$ cat src/rtl/rgb2hsv_sched_pkg.sv
// Shared types for the RGB-to-HSV converter sharing scheduler: the tag that
// travels alongside the converter pipeline and the pixel stored in the output FIFO.
package rgb2hsv_sched_pkg;

    localparam int HSV_W = 28;

    typedef struct packed {
        logic valid;
        logic src;
        logic sof;
        logic eol;
    } hsv_tag_t;

    typedef struct packed {
        logic        src;
        logic        sof;
        logic        eol;
        logic [8:0]  h;
        logic [10:0] s;
        logic [7:0]  v;
    } hsv_pix_t;

    // Flatten the colour fields of a stored pixel into the {h, s, v} output word.
    function automatic logic [HSV_W-1:0] pack_hsv(input hsv_pix_t p);
        return {p.h, p.s, p.v};
    endfunction

endpackage

$ cat src/rtl/hsv_fifo.sv
// First-word-fall-through FIFO of HSV pixels. The head is visible as soon as
// the first word is written; a pop on empty and a push on full are ignored.
// DEPTH must be a power of two so the pointers wrap naturally.
module hsv_fifo
    import rgb2hsv_sched_pkg::*;
#(
    parameter int DEPTH = 32
) (
    input  logic                     clk,
    input  logic                     reset_b,
    input  logic                     push,
    input  hsv_pix_t                 push_data,
    input  logic                     pop,
    output hsv_pix_t                 head,
    output logic                     empty,
    output logic                     full,
    output logic [$clog2(DEPTH):0]   count
);

    localparam int AW = $clog2(DEPTH);
    localparam logic [AW:0] DEPTH_V = (AW + 1)'(DEPTH);

    hsv_pix_t          mem [DEPTH];
    logic [AW-1:0]     wr_ptr;
    logic [AW-1:0]     rd_ptr;
    logic              do_push;
    logic              do_pop;

    assign empty   = (count == '0);
    assign full    = (count == DEPTH_V);
    assign do_push = push && !full;
    assign do_pop  = pop && !empty;

    // Pointer and occupancy bookkeeping; a simultaneous push and pop leaves the count alone.
    always_ff @(posedge clk or negedge reset_b) begin
        if (!reset_b) begin
            wr_ptr <= '0;
            rd_ptr <= '0;
            count  <= '0;
        end else begin
            if (do_push) begin
                wr_ptr <= wr_ptr + 1'b1;
            end
            if (do_pop) begin
                rd_ptr <= rd_ptr + 1'b1;
            end
            case ({do_push, do_pop})
                2'b10:   count <= count + 1'b1;
                2'b01:   count <= count - 1'b1;
                default: count <= count;
            endcase
        end
    end

    // Storage array; left unreset because the head is masked while the FIFO is empty.
    always_ff @(posedge clk) begin
        if (do_push) begin
            mem[wr_ptr] <= push_data;
        end
    end

    assign head = empty ? '0 : mem[rd_ptr];

endmodule

$ cat src/rtl/rgb2hsv_share_sched.sv
// Shares one fixed-latency, non-stallable RGB-to-HSV converter between two pixel
// streams. A tag pipeline as deep as the converter remembers who issued each
// pixel; results land in an output FIFO. Issue is only allowed while the FIFO
// plus everything still inside the converter leaves room, so no result is lost.
module rgb2hsv_share_sched
    import rgb2hsv_sched_pkg::*;
#(
    parameter int PIPE_LAT   = 17,
    parameter int FIFO_DEPTH = 32
) (
    input  logic              clk,
    input  logic              reset_b,
    input  logic              prio_mode,
    input  logic              in0_valid,
    output logic              in0_ready,
    input  logic [23:0]       in0_rgb,
    input  logic              in0_sof,
    input  logic              in0_eol,
    input  logic              in1_valid,
    output logic              in1_ready,
    input  logic [23:0]       in1_rgb,
    input  logic              in1_sof,
    input  logic              in1_eol,
    output logic [7:0]        cv_r,
    output logic [7:0]        cv_g,
    output logic [7:0]        cv_b,
    input  logic [8:0]        cv_h,
    input  logic [10:0]       cv_s,
    input  logic [7:0]        cv_v,
    output logic              out_valid,
    input  logic              out_ready,
    output logic              out_src,
    output logic              out_sof,
    output logic              out_eol,
    output logic [HSV_W-1:0]  out_hsv,
    output logic              err_ovf
);

    localparam int CW = $clog2(FIFO_DEPTH) + 1;
    localparam logic [CW:0] DEPTH_EXT = (CW + 1)'(FIFO_DEPTH);

    logic [CW-1:0]  fifo_count;
    logic [CW-1:0]  inflight;
    logic [CW:0]    used;
    logic           can_issue;
    logic           last;
    logic           grant_valid;
    logic           grant_src;
    logic           issue;
    logic [23:0]    issue_rgb;
    hsv_tag_t       new_tag;
    hsv_tag_t       tag_pipe [PIPE_LAT];
    hsv_tag_t       exit_tag;
    hsv_pix_t       ret_pix;
    hsv_pix_t       head;
    logic           fifo_empty;
    logic           fifo_full;
    logic           pop;

    // Credits are whatever the FIFO can still absorb once every in-flight pixel returns.
    assign used      = {1'b0, fifo_count} + {1'b0, inflight};
    assign can_issue = (used < DEPTH_EXT);

    // Pick a channel: strict ch0 priority, or alternate away from the last winner when both want in.
    always_comb begin
        grant_valid = in0_valid || in1_valid;
        grant_src   = 1'b0;
        if (in0_valid && in1_valid) begin
            grant_src = prio_mode ? 1'b0 : ~last;
        end else if (in1_valid) begin
            grant_src = 1'b1;
        end
    end

    assign issue     = can_issue && grant_valid;
    assign in0_ready = issue && !grant_src;
    assign in1_ready = issue && grant_src;

    // Build the tag that follows the granted pixel through the converter.
    always_comb begin
        issue_rgb = grant_src ? in1_rgb : in0_rgb;
        new_tag   = '0;
        if (issue) begin
            new_tag.valid = 1'b1;
            new_tag.src   = grant_src;
            new_tag.sof   = grant_src ? in1_sof : in0_sof;
            new_tag.eol   = grant_src ? in1_eol : in0_eol;
        end
    end

    // Drive the converter inputs on issue and remember the winner; idle cycles hold the last pixel.
    always_ff @(posedge clk or negedge reset_b) begin
        if (!reset_b) begin
            cv_r <= '0;
            cv_g <= '0;
            cv_b <= '0;
            last <= 1'b1;
        end else if (issue) begin
            cv_r <= issue_rgb[23:16];
            cv_g <= issue_rgb[15:8];
            cv_b <= issue_rgb[7:0];
            last <= grant_src;
        end
    end

    // Tag shift register matched to the converter latency; a reset invalidates every pending result.
    always_ff @(posedge clk or negedge reset_b) begin
        if (!reset_b) begin
            for (int i = 0; i < PIPE_LAT; i++) begin
                tag_pipe[i] <= '0;
            end
        end else begin
            tag_pipe[0] <= new_tag;
            for (int i = 1; i < PIPE_LAT; i++) begin
                tag_pipe[i] <= tag_pipe[i-1];
            end
        end
    end

    assign exit_tag = tag_pipe[PIPE_LAT-1];

    // Count pixels currently inside the converter.
    always_ff @(posedge clk or negedge reset_b) begin
        if (!reset_b) begin
            inflight <= '0;
        end else begin
            case ({issue, exit_tag.valid})
                2'b10:   inflight <= inflight + 1'b1;
                2'b01:   inflight <= inflight - 1'b1;
                default: inflight <= inflight;
            endcase
        end
    end

    // Pair the converter outputs with the tag leaving the pipe this cycle.
    always_comb begin
        ret_pix     = '0;
        ret_pix.src = exit_tag.src;
        ret_pix.sof = exit_tag.sof;
        ret_pix.eol = exit_tag.eol;
        ret_pix.h   = cv_h;
        ret_pix.s   = cv_s;
        ret_pix.v   = cv_v;
    end

    assign pop = out_valid && out_ready;

    hsv_fifo #(
        .DEPTH (FIFO_DEPTH)
    ) u_fifo (
        .clk       (clk),
        .reset_b   (reset_b),
        .push      (exit_tag.valid),
        .push_data (ret_pix),
        .pop       (pop),
        .head      (head),
        .empty     (fifo_empty),
        .full      (fifo_full),
        .count     (fifo_count)
    );

    // Sticky flag for a result that arrived with nowhere to go; the credit scheme should keep it low.
    always_ff @(posedge clk or negedge reset_b) begin
        if (!reset_b) begin
            err_ovf <= 1'b0;
        end else if (exit_tag.valid && fifo_full) begin
            err_ovf <= 1'b1;
        end
    end

    assign out_valid = !fifo_empty;
    assign out_src   = head.src;
    assign out_sof   = head.sof;
    assign out_eol   = head.eol;
    assign out_hsv   = pack_hsv(head);

endmodule

$ cat config.mk
export PLATFORM = sky130hd
export DESIGN_NAME = rgb2hsv_share_sched
export DESIGN_NICKNAME = d
export VERILOG_FILES = /design/src/rtl/rgb2hsv_sched_pkg.sv /design/src/rtl/hsv_fifo.sv /design/src/rtl/rgb2hsv_share_sched.sv
export SDC_FILE = /design/constraint.sdc
export NUM_CORES = 1
export LEC_CHECK = 0
export CAP_MARGIN = 20
export CORE_UTILIZATION = 45
export DETAILED_ROUTE_END_ITERATION = 12
export GPL_TIMING_DRIVEN = 0
export PLACE_DENSITY = 0.61
export SLEW_MARGIN = 0
export SYNTH_ARGS = -nofsm -noshare
export SYNTH_HDL_FRONTEND = slang
export SYNTH_SLANG_ARGS = --single-unit
$ cat constraint.sdc
create_clock -name clk -period 3.8 [get_ports clk]
set_clock_uncertainty 0.2 [all_clocks]
set_input_delay 0.76 -clock clk [delete_from_list [all_inputs] [get_ports clk]]
set_output_delay 0.76 -clock clk [all_outputs]
set_load 0.005 [all_outputs]
==> results of run 1 <==
[cell families (layout without fill, tap and decap cells)]
logic type | Yosys count | after routing | synth area share (%)
AO/OA/AOI/OAI | 247 | 247 | 3.98
adder cells (fa/ha/maj) | 19 | 19 | 0.584
flip-flops | 1108 | 1108 | 77.9
multiplexers | 335 | 335 | 13.6
XOR/XNOR | 18 | 18 | 0.376
AND/OR/NAND/NOR | 204 | 204 | 2.25
buffers and inverters | 129 | 611 | 1.29
[worst max-delay path: stages (launching register included)]
cell and delay (ns):
dfrtp_2 0.45, buf_6 0.14, buf_12 0.14, buf_16 0.14, buf_12 0.14, buf_12 0.13
clkbuf_16 0.16, mux2i_1 0.17, o22ai_1 0.11, a211oi_1 0.19, nand2_1 0.16, and3_4 0.22
clkbuf_2 0.11
[per-layer routing]
metal  vias to the layer above  wire (um)  track usage (%)
met5                         -          0                0
met1                     11700      44500             31.1
met3                       173       9040             5.33
met2                       997      53000             37.1
met4                         0       3090             7.06
li1                       9248          -                -
[worst min path at each step]
stage,slack [ns],from,endpoint,cells after the start
finish,0.12,tag_pipe[12]$_DFF_PN0_,tag_pipe[8]$_DFF_PN0_,0
global route,0.14,tag_pipe[12]$_DFF_PN0_,tag_pipe[8]$_DFF_PN0_,0
CTS,0.13,tag_pipe[12]$_DFF_PN0_,tag_pipe[8]$_DFF_PN0_,0
detailed placement,0.13,tag_pipe[49]$_DFF_PN0_,tag_pipe[45]$_DFF_PN0_,0
global placement,0.13,tag_pipe[64]$_DFF_PN0_,tag_pipe[60]$_DFF_PN0_,0
floorplan,0.13,tag_pipe[4]$_DFF_PN0_,exit_tag[0]$_DFF_PN0_,0
[registers in the layout (all words and copies together) (netlist names)]
name,count
cv_b,8
cv_g,8
cv_r,8
err_ovf,1
exit_tag,4
inflight,6
last,1
tag_pipe,64
u_fifo.count,6
u_fifo.mem,992
u_fifo.rd_ptr,5
u_fifo.wr_ptr,5
[where the power goes]
group          switching [mW]  internal [mW]  total, mW
clock network            4.56           6.31       10.9
logic                    7.39           6.83       14.2
registers               0.504           14.3       14.8
[final cells by class]
| class | instances | share of cell area, % |
|---|---|---|
| clock inverters | 62 | 1.22 |
| inverters | 12 | 0.0864 |
| plain buffers | 112 | 2.27 |
| well taps | 1243 | 2.98 |
| flip-flops and latches | 1108 | 62.7 |
| multi-input cells | 823 | 18.2 |
| clock buffers | 144 | 5.75 |
| repair buffers | 281 | 6.78 |
[per-stage QoR]
stage / worst slack (ns) / instances / total power [mW]
after global routing: -0.198 / 3785 / 41.3
after floorplan: 0.500 / 2060 / 21.3
after CTS: -0.427 / 3691 / 38.1
after global placement: -2.62 / 3446 / 26.0
after detailed placement: -0.584 / 3479 / 26.4
final: -0.101 / 3785 / 39.9
[cell usage in the layout, fill, tap and decap left out, types with 16 or more instances in the layout]
master,n
a211oi_1,16
a211oi_2,16
a21oi_1,35
a22oi_1,38
a22oi_2,26
and3_4,28
buf_12,60
buf_16,21
buf_4,57
buf_6,25
clkbuf_1,41
clkbuf_16,129
clkbuf_2,38
clkbuf_4,21
clkdlybuf4s50_1,109
clkinv_1,22
clkinv_2,18
dfrtp_1,113
edfxtp_1,992
ha_1,18
mux2i_1,135
mux4_2,188
nand2_1,94
nor2_4,33
o21ai_0,32
o221ai_1,30
o22ai_1,27
[repair_timing]
| item | CTS | global route |
|---|---|---|
| resized for setup | 250 | 210 |
| pin swaps | 6 | 109 |
| gates cloned | 0 | 10 |
| hold buffers | 1 | 0 |
| endpoints found under the setup margin | 37 | 33 |
| setup buffers | 9 | 69 |
| hold endpoints to repair | 32 | 0 |
==> metrics.cfg, run 1 <==
[outcome]
status=finished with violations
violations=setup timing

[sta]
tightest_slew_ns=1.08
setup_ws_ns=-0.101
rsz0062_at_grt=true
max_freq_ghz=0.256
setup_viol=25
tns_ns=-1.16
slew_headroom_pct=27.5
layout_worst_path_cycle_share_pct=103
fin_hold_ws_ns=0.120
period_minus_slack_ns=3.90
maxSlewViolCount=0
hold_viol=0

[finish]
multi_input_area_mm2=0.00947
layout-drive-gt1-share_pct=29.7
seqCellArea_mm2=0.0327
stdcell_area_mm2=0.0521
area_delta_synth_final_pct=24.2
fillers=6830
nets=2555
final_util_pct=56.6
n_antenna_cell=0

[grt]
grt_overflow=0
grtUsageTotal_pct=23.0
antenna_found_initial=1
grt_pass1_wl_um=154000
grt_pass1_vias=22400
grt_max_degree=84

[floorplan]
fp-row-count=111
die_y_um=307
core_area_mm2=0.0921
ios=145
die_w_um=307
initial_core_util_pct=45.6
die_area_mm2=0.0945

[detailed_routing]
first_pass_iters=6
drt_wl_total_um=110000
ant_nets=0
wl_per_cell_um=29.0
drtIter0Drc=2377
vias_per_cell=5.83
num_vias=22100
drc=0

[synth]
synthArstFlopShare_pct=10.5
synth-edff-count=992
synth_area_per_cell_um2=20.4
synth_top_area_share_pct=71.0
synth_flop_cell=edfxtp_1
synthTopCellsByCount=edfxtp_1, mux4_2, mux2i_1, dfrtp_1, nand2_1
ys_top_cells_by_area=edfxtp_1, mux4_2, dfrtp_1
ys_seq_elements=1108
yosysSeqAreaShare_pct=77.9
synth_most_common_cell=edfxtp_1
ys_warn_count=0
yosysTopAreaCell=edfxtp_1
synthDistinctLibCells=53
synthCells=2060
syn-num-nets=2165
syn_area_mm2=0.0420

[worst_setup_path]
worst_setup_path_start_kind=register
worstSetupStartpoint=u_fifo.rd_ptr[0]$_DFFE_PN0P_
end_kind=output port
r2r.worst_path.cells=10
reg2reg_to=u_fifo.count[5]$_DFFE_PN0P_
critPathCapture=out_hsv[6]
rrSetupSlack_ns=0.32
crit_arrival_ns=2.94
r2r_start=u_fifo.count[0]$_DFFE_PN0P_
critPathMaxFanout=5
critical_path_class=register to output port
cp.required_ns=2.84

[pwr]
ir_drop_mv=0.470
p_per_area_mw_per_mm2=765
p_leak_nw=17.8

[clocking]
cts_sinks=1108
clk_latency_ns=0.70
numCtsBuffers=112
cts_tree=done
htreeDepth=3
root_buffer=clkbuf_16
clk_pin_slew_ns=0.06
cts_buffer_depth=3

[place]
place.detailed.hpwl_um=69700
io_buffers=143
placed_area_mm2=0.0459
globalplace.congestion=0.822

[flow_run]
maxCapViolations=0

[worst_hold_path]
hold_class=register to register

Power figures use the tool's default switching activity.
==> run 2, diff against run 1 <==
--- a/config.mk
+++ b/config.mk
@@ -6,10 +6,12 @@
 export NUM_CORES = 1
 export LEC_CHECK = 0
 export CAP_MARGIN = 20
+export CELL_PAD_IN_SITES_DETAIL_PLACEMENT = 1
+export CELL_PAD_IN_SITES_GLOBAL_PLACEMENT = 1
 export CORE_UTILIZATION = 45
 export DETAILED_ROUTE_END_ITERATION = 12
 export GPL_TIMING_DRIVEN = 0
-export PLACE_DENSITY = 0.61
+export PLACE_DENSITY = 0.67
 export SLEW_MARGIN = 0
 export SYNTH_ARGS = -nofsm -noshare
 export SYNTH_HDL_FRONTEND = slang
==> metrics.cfg, run 2 (same netlist as run 1, synthesis figures left out) <==
[outcome]
status=finished with violations
violations=setup timing

[detailed_routing]
first_pass_iters=6
met3_length_um=8850
drt_wl_total_um=121000
drtIter0Drc=2545
drc=0
num_vias=22900
wl_met1_um=49100
ant_nets=0
dr.max_layer_used=met4
routed-wl-met2_um=59500
vias_per_cell=5.97
wl_per_cell_um=31.5

[worst_setup_path]
worstPathCellList=buf_12 -> buf_16 -> buf_12 -> buf_12 -> buf_12 -> mux4_2 -> a21oi_2 -> nand2_1 -> and3_4 -> buf_6
crit_buf_inv=6
cp_top_family=buffers and inverters
r2r_start=u_fifo.count[1]$_DFFE_PN0P_
worstSetupStartpoint=u_fifo.rd_ptr[0]$_DFFE_PN0P_
critPathCapture=out_eol
critPathMaxFanout=8
worst_setup_path_start_kind=register
cp.depth=10
crit_arrival_ns=2.96
critical_path_class=register to output port
critical-path-max-stage-delay_ns=0.50
r2r.worst_path.cells=11
end_kind=output port
cp.required_ns=2.84
rrSetupSlack_ns=0.28
cp_slowest_cell=mux4_2
crit_top_cell=buf_12
reg2reg_to=u_fifo.count[5]$_DFFE_PN0P_

[sta]
period_minus_slack_ns=3.92
tightest_slew_ns=1.12
layout_worst_path_cycle_share_pct=103
setup_viol=25
rsz0062_at_grt=true
slew_headroom_pct=25.0
tns_ns=-1.42
hold_viol=0
max_freq_ghz=0.255
setup_ws_ns=-0.124
maxSlewViolCount=0

[clocking]
clk_pin_slew_ns=0.06
root_buffer=clkbuf_16
cts_tree=done
numCtsBuffers=111
htreeDepth=3
cts_buffer_depth=3
cts_sinks=1108
clk_latency_ns=0.69

[finish]
fillers=7839
most-common-layout-cells=edfxtp_1, mux4_2, clkbuf_16
area_delta_synth_final_pct=27.1
layout_commonest_cell=edfxtp_1
largest_reg_flops=992
seqCellArea_mm2=0.0327
largest_register=u_fifo.mem
multi_input_area_mm2=0.00996
top_regs=u_fifo.mem x992, tag_pipe x64
layout-drive-gt1-share_pct=35.2
nets=2606

[place]
io_buffers=143
globalplace.congestion=0.789
dp_slack_ns=-0.782
place.detailed.hpwl_um=73500

[floorplan]
fp-row-count=111
core_area_mm2=0.0921
die_y_um=307
die_w_um=307
initial_core_util_pct=45.6
die_area_mm2=0.0945
ios=145

[worst_hold_path]
hold_class=register to register

[grt]
grtUsageTotal_pct=24.8
antenna_found_initial=1
grt_pass1_wl_um=166000
grt_overflow=0
grt_pass1_vias=23600
grt_max_degree=99

[pwr]
ir_drop_mv=0.443
p_leak_nw=18.2
p_per_area_mw_per_mm2=784

[flow_run]
maxCapViolations=0

-- run 2: cell count changes in the layout (fill, tap and decap cells not counted), moves of 9 or more --
cell	previous run	this run
buf_12	60	73
a21oi_1	35	26
buf_6	25	41
mux2i_2	8	17
buf_4	57	89
mux2i_1	135	116
mux2i_4	2	12
a22oi_1	38	12
clkbuf_1	41	31
clkinv_2	18	29
clkbuf_2	38	25
a22oi_2	26	52
-- run 2: area by class of cell --
type / count / area share (%)
flip-flops and latches: 1108 / 61.3
multi-input cells: 823 / 18.7
clock inverters: 74 / 1.39
clock buffers: 133 / 5.56
well taps: 1243 / 2.92
inverters: 12 / 0.0844
diodes: 1 / 0.00469
plain buffers: 110 / 2.35
repair buffers: 335 / 7.72
-- run 2: worst min path at each step --
| stage | start | endpoint | slack, ns | cells past startpoint |
|---|---|---|---|---|
| 5_1_grt | tag_pipe[64]$_DFF_PN0_ | tag_pipe[60]$_DFF_PN0_ | 0.15 | 0 |
| 4_1_cts | tag_pipe[52]$_DFF_PN0_ | tag_pipe[48]$_DFF_PN0_ | 0.15 | 0 |
| 3_5_place_dp | tag_pipe[5]$_DFF_PN0_ | exit_tag[1]$_DFF_PN0_ | 0.14 | 0 |
| 6_report | tag_pipe[30]$_DFF_PN0_ | tag_pipe[26]$_DFF_PN0_ | 0.14 | 0 |
| 3_3_place_gp | tag_pipe[65]$_DFF_PN0_ | tag_pipe[61]$_DFF_PN0_ | 0.13 | 0 |
| 2_1_floorplan | tag_pipe[4]$_DFF_PN0_ | exit_tag[0]$_DFF_PN0_ | 0.13 | 0 |
-- run 2: through the flow --
step	util, %	area [um^2]	power [mW]	std cells	hold slack [ns]
2_1_floorplan	-	42000	21.3	2060	0.131
3_3_place_gp	48.8	44900	26.1	3446	0.134
3_5_place_dp	49.8	45900	26.6	3480	0.136
4_1_cts	55.5	51100	39.6	3714	0.150
5_1_grt	57.9	53300	43.1	3838	0.149
6_report	57.9	53300	41.8	3839	0.141
-- run 2: per-layer routing --
layer / up-vias / track usage [%]
met5: - / 0
met4: 0 / 6.87
met3: 210 / 4.18
met2: 1113 / 41.2
met1: 12300 / 34.0
li1: 9332 / -
-- run 2: power breakdown --
part | switching (mW) | total [mW] | internal (mW)
logic | 8.10 | 15.8 | 7.67
registers | 0.566 | 14.8 | 14.3
clock network | 4.73 | 11.2 | 6.46
-- run 2: repair_timing --
action | CTS | global route
setup buffers | 30 | 97
endpoints found under the setup margin | 39 | 34
gates resized for setup | 404 | 232
hold buffers | 1 | 0
pin swaps | 37 | 101
gates cloned | 2 | 7
hold endpoints to repair | 18 | 0
==> run 3, diff against run 2 <==
--- a/config.mk
+++ b/config.mk
@@ -8,7 +8,9 @@
 export CAP_MARGIN = 20
 export CELL_PAD_IN_SITES_DETAIL_PLACEMENT = 1
 export CELL_PAD_IN_SITES_GLOBAL_PLACEMENT = 1
+export CORE_MARGIN = 3
 export CORE_UTILIZATION = 45
+export CTS_CLUSTER_DIAMETER = 150
 export DETAILED_ROUTE_END_ITERATION = 12
 export GPL_TIMING_DRIVEN = 0
 export PLACE_DENSITY = 0.67
==> constraint.sdc (replaced) <==
create_clock -name clk -period 4.3 [get_ports clk]
set_clock_uncertainty 0.2 [all_clocks]
set_input_delay 0.86 -clock clk [delete_from_list [all_inputs] [get_ports clk]]
set_output_delay 0.86 -clock clk [all_outputs]
set_load 0.005 [all_outputs]
==> metrics.cfg, run 3 (same netlist as run 1, synthesis figures left out) <==
[sta]
tns_ns=0
setup_viol=0
setup_ws_ns=0.0331
hold_viol=0
tightest_slew_ns=1.04
slew_headroom_pct=30.7
max_freq_ghz=0.234
rsz0062_at_grt=true
layout_worst_path_cycle_share_pct=99.2
maxSlewViolCount=0
period_minus_slack_ns=4.27

[pwr]
ir_drop_mv=0.470
power.total_mw=34.1
p_per_area_mw_per_mm2=668
p_leak_nw=17.3

[floorplan]
die_area_mm2=0.0969
die_y_um=311
fp-row-count=111
die_w_um=311
ios=145
initial_core_util_pct=45.6
core_area_mm2=0.0921

[worst_setup_path]
rrSetupSlack_ns=0.84
worst_setup_path_start_kind=register
crit_arrival_ns=3.21
critPathMaxFanout=10
critical_path_class=register to output port
end_kind=output port
cp.required_ns=3.24

[clocking]
cts_tree=done
clk_pin_slew_ns=0.07
root_buffer=clkbuf_16
numCtsBuffers=110
cts_sinks=1108
htreeDepth=3
cts_buffer_depth=3
clk_latency_ns=0.67

[place]
globalplace.congestion=0.780
dp_slack_ns=-0.353
place.detailed.hpwl_um=74000
placed_area_mm2=0.0459
io_buffers=143

[flow_run]
maxCapViolations=0

[outcome]
status=finished clean

[detailed_routing]
num_vias=21900
vias_per_cell=5.88
wl_per_cell_um=30.7
drt_wl_total_um=115000
drtIter0Drc=2395
first_pass_iters=5
ant_nets=0
drc=0

[finish]
stdcell_area_mm2=0.0511
layout_commonest_cell=edfxtp_1
largest_register=u_fifo.mem
top_regs=u_fifo.mem x992, tag_pipe x64
most-common-layout-cells=edfxtp_1, mux4_2, mux2i_1
area_delta_synth_final_pct=21.8
largest_reg_flops=992
nets=2490
layout-drive-gt1-share_pct=25.6

[grt]
grt_pass1_vias=23100
grtUsageTotal_pct=23.5
grt_max_degree=102
grt_overflow=0
grt_pass1_wl_um=164000
antenna_found_initial=4

[worst_hold_path]
hold_class=register to register

[run 3: cell count changes in the layout (fill, tap and decap cells not counted), moves of 16 or more]
| cell | change |
|---|---|
| a22oi_2 | -21 |
| clkdlybuf4s50_1 | +20 |
| buf_12 | -33 |
| a21oi_2 | -16 |
| buf_4 | -69 |
| mux2i_1 | +26 |
| and3_1 | +19 |
| and3_4 | -19 |
| a22oi_1 | +21 |
| a21oi_1 | +17 |
| buf_6 | -25 |
[run 3: worst paths after layout]
path	start	cells after the start	to
setup reg to reg	inflight[1]$_DFFE_PN0P_	14	inflight[4]$_DFFE_PN0P_
hold reg to reg	tag_pipe[51]$_DFF_PN0_	0	tag_pipe[47]$_DFF_PN0_
hold / removal	tag_pipe[51]$_DFF_PN0_	0	tag_pipe[47]$_DFF_PN0_
max in group asynchronous	reset_b	3	exit_tag[2]$_DFF_PN0_
setup / recovery	u_fifo.rd_ptr[1]$_DFFE_PN0P_	7	out_hsv[10]
min in group asynchronous	reset_b	2	u_fifo.count[3]$_DFFE_PN0P_
[run 3: metal layers]
layer | up-vias | part of all wire [%] | track usage [%]
li1 | 9118 | - | -
met1 | 11700 | 40 | 32.2
met2 | 922 | 49 | 38.5
met3 | 172 | 7.7 | 4.55
met4 | 0 | 2.6 | 6.88
met5 | - | 0 | 0
[run 3: critical path, cell delays in order, from the launching register on]
cell and delay [ns]:
dfrtp_1 0.44, buf_2 0.30, clkbuf_4 0.33, mux4_2 0.34, a22oi_1 0.35, nand2_1 0.12, and3_1 0.20, clkdlybuf4s50_1 0.44
[run 3: layout make-up]
| type | count | area (um^2) |
|---|---|---|
| fillers | 7986 | 41000 |
| repair buffers | 217 | 2830 |
| multi-input cells | 823 | 9290 |
| diodes | 3 | 7.51 |
| flip-flops and latches | 1108 | 32700 |
| inverters | 12 | 45.0 |
| clock buffers | 141 | 3020 |
| clock inverters | 67 | 666 |
| plain buffers | 113 | 995 |
| well taps | 1243 | 1560 |
[run 3: timing repair]
item / in CTS / in global routing
hold endpoints to repair: 15 / 0
pin swaps: 6 / 14
gates cloned: 2 / 0
setup endpoints to repair: 33 / 27
setup buffers: 9 / 6
hold buffers: 1 / 0
gates resized for setup: 230 / 70
[run 3: where the power goes]
| part | total, mW | switching (mW) | internal [mW] |
|---|---|---|---|
| combinational | 11.3 | 6.26 | 5.02 |
| sequential | 13.1 | 0.492 | 12.6 |
| clock | 9.76 | 4.04 | 5.72 |
[run 3: metrics by stage]
stage / cells / utilization, % / hold WS, ns
2_1_floorplan: 2060 / - / 0.131
3_3_place_gp: 3446 / 48.8 / 0.134
3_5_place_dp: 3479 / 49.8 / 0.136
4_1_cts: 3695 / 54.6 / 0.143
5_1_grt: 3724 / 55.5 / 0.152
6_report: 3727 / 55.5 / 0.144
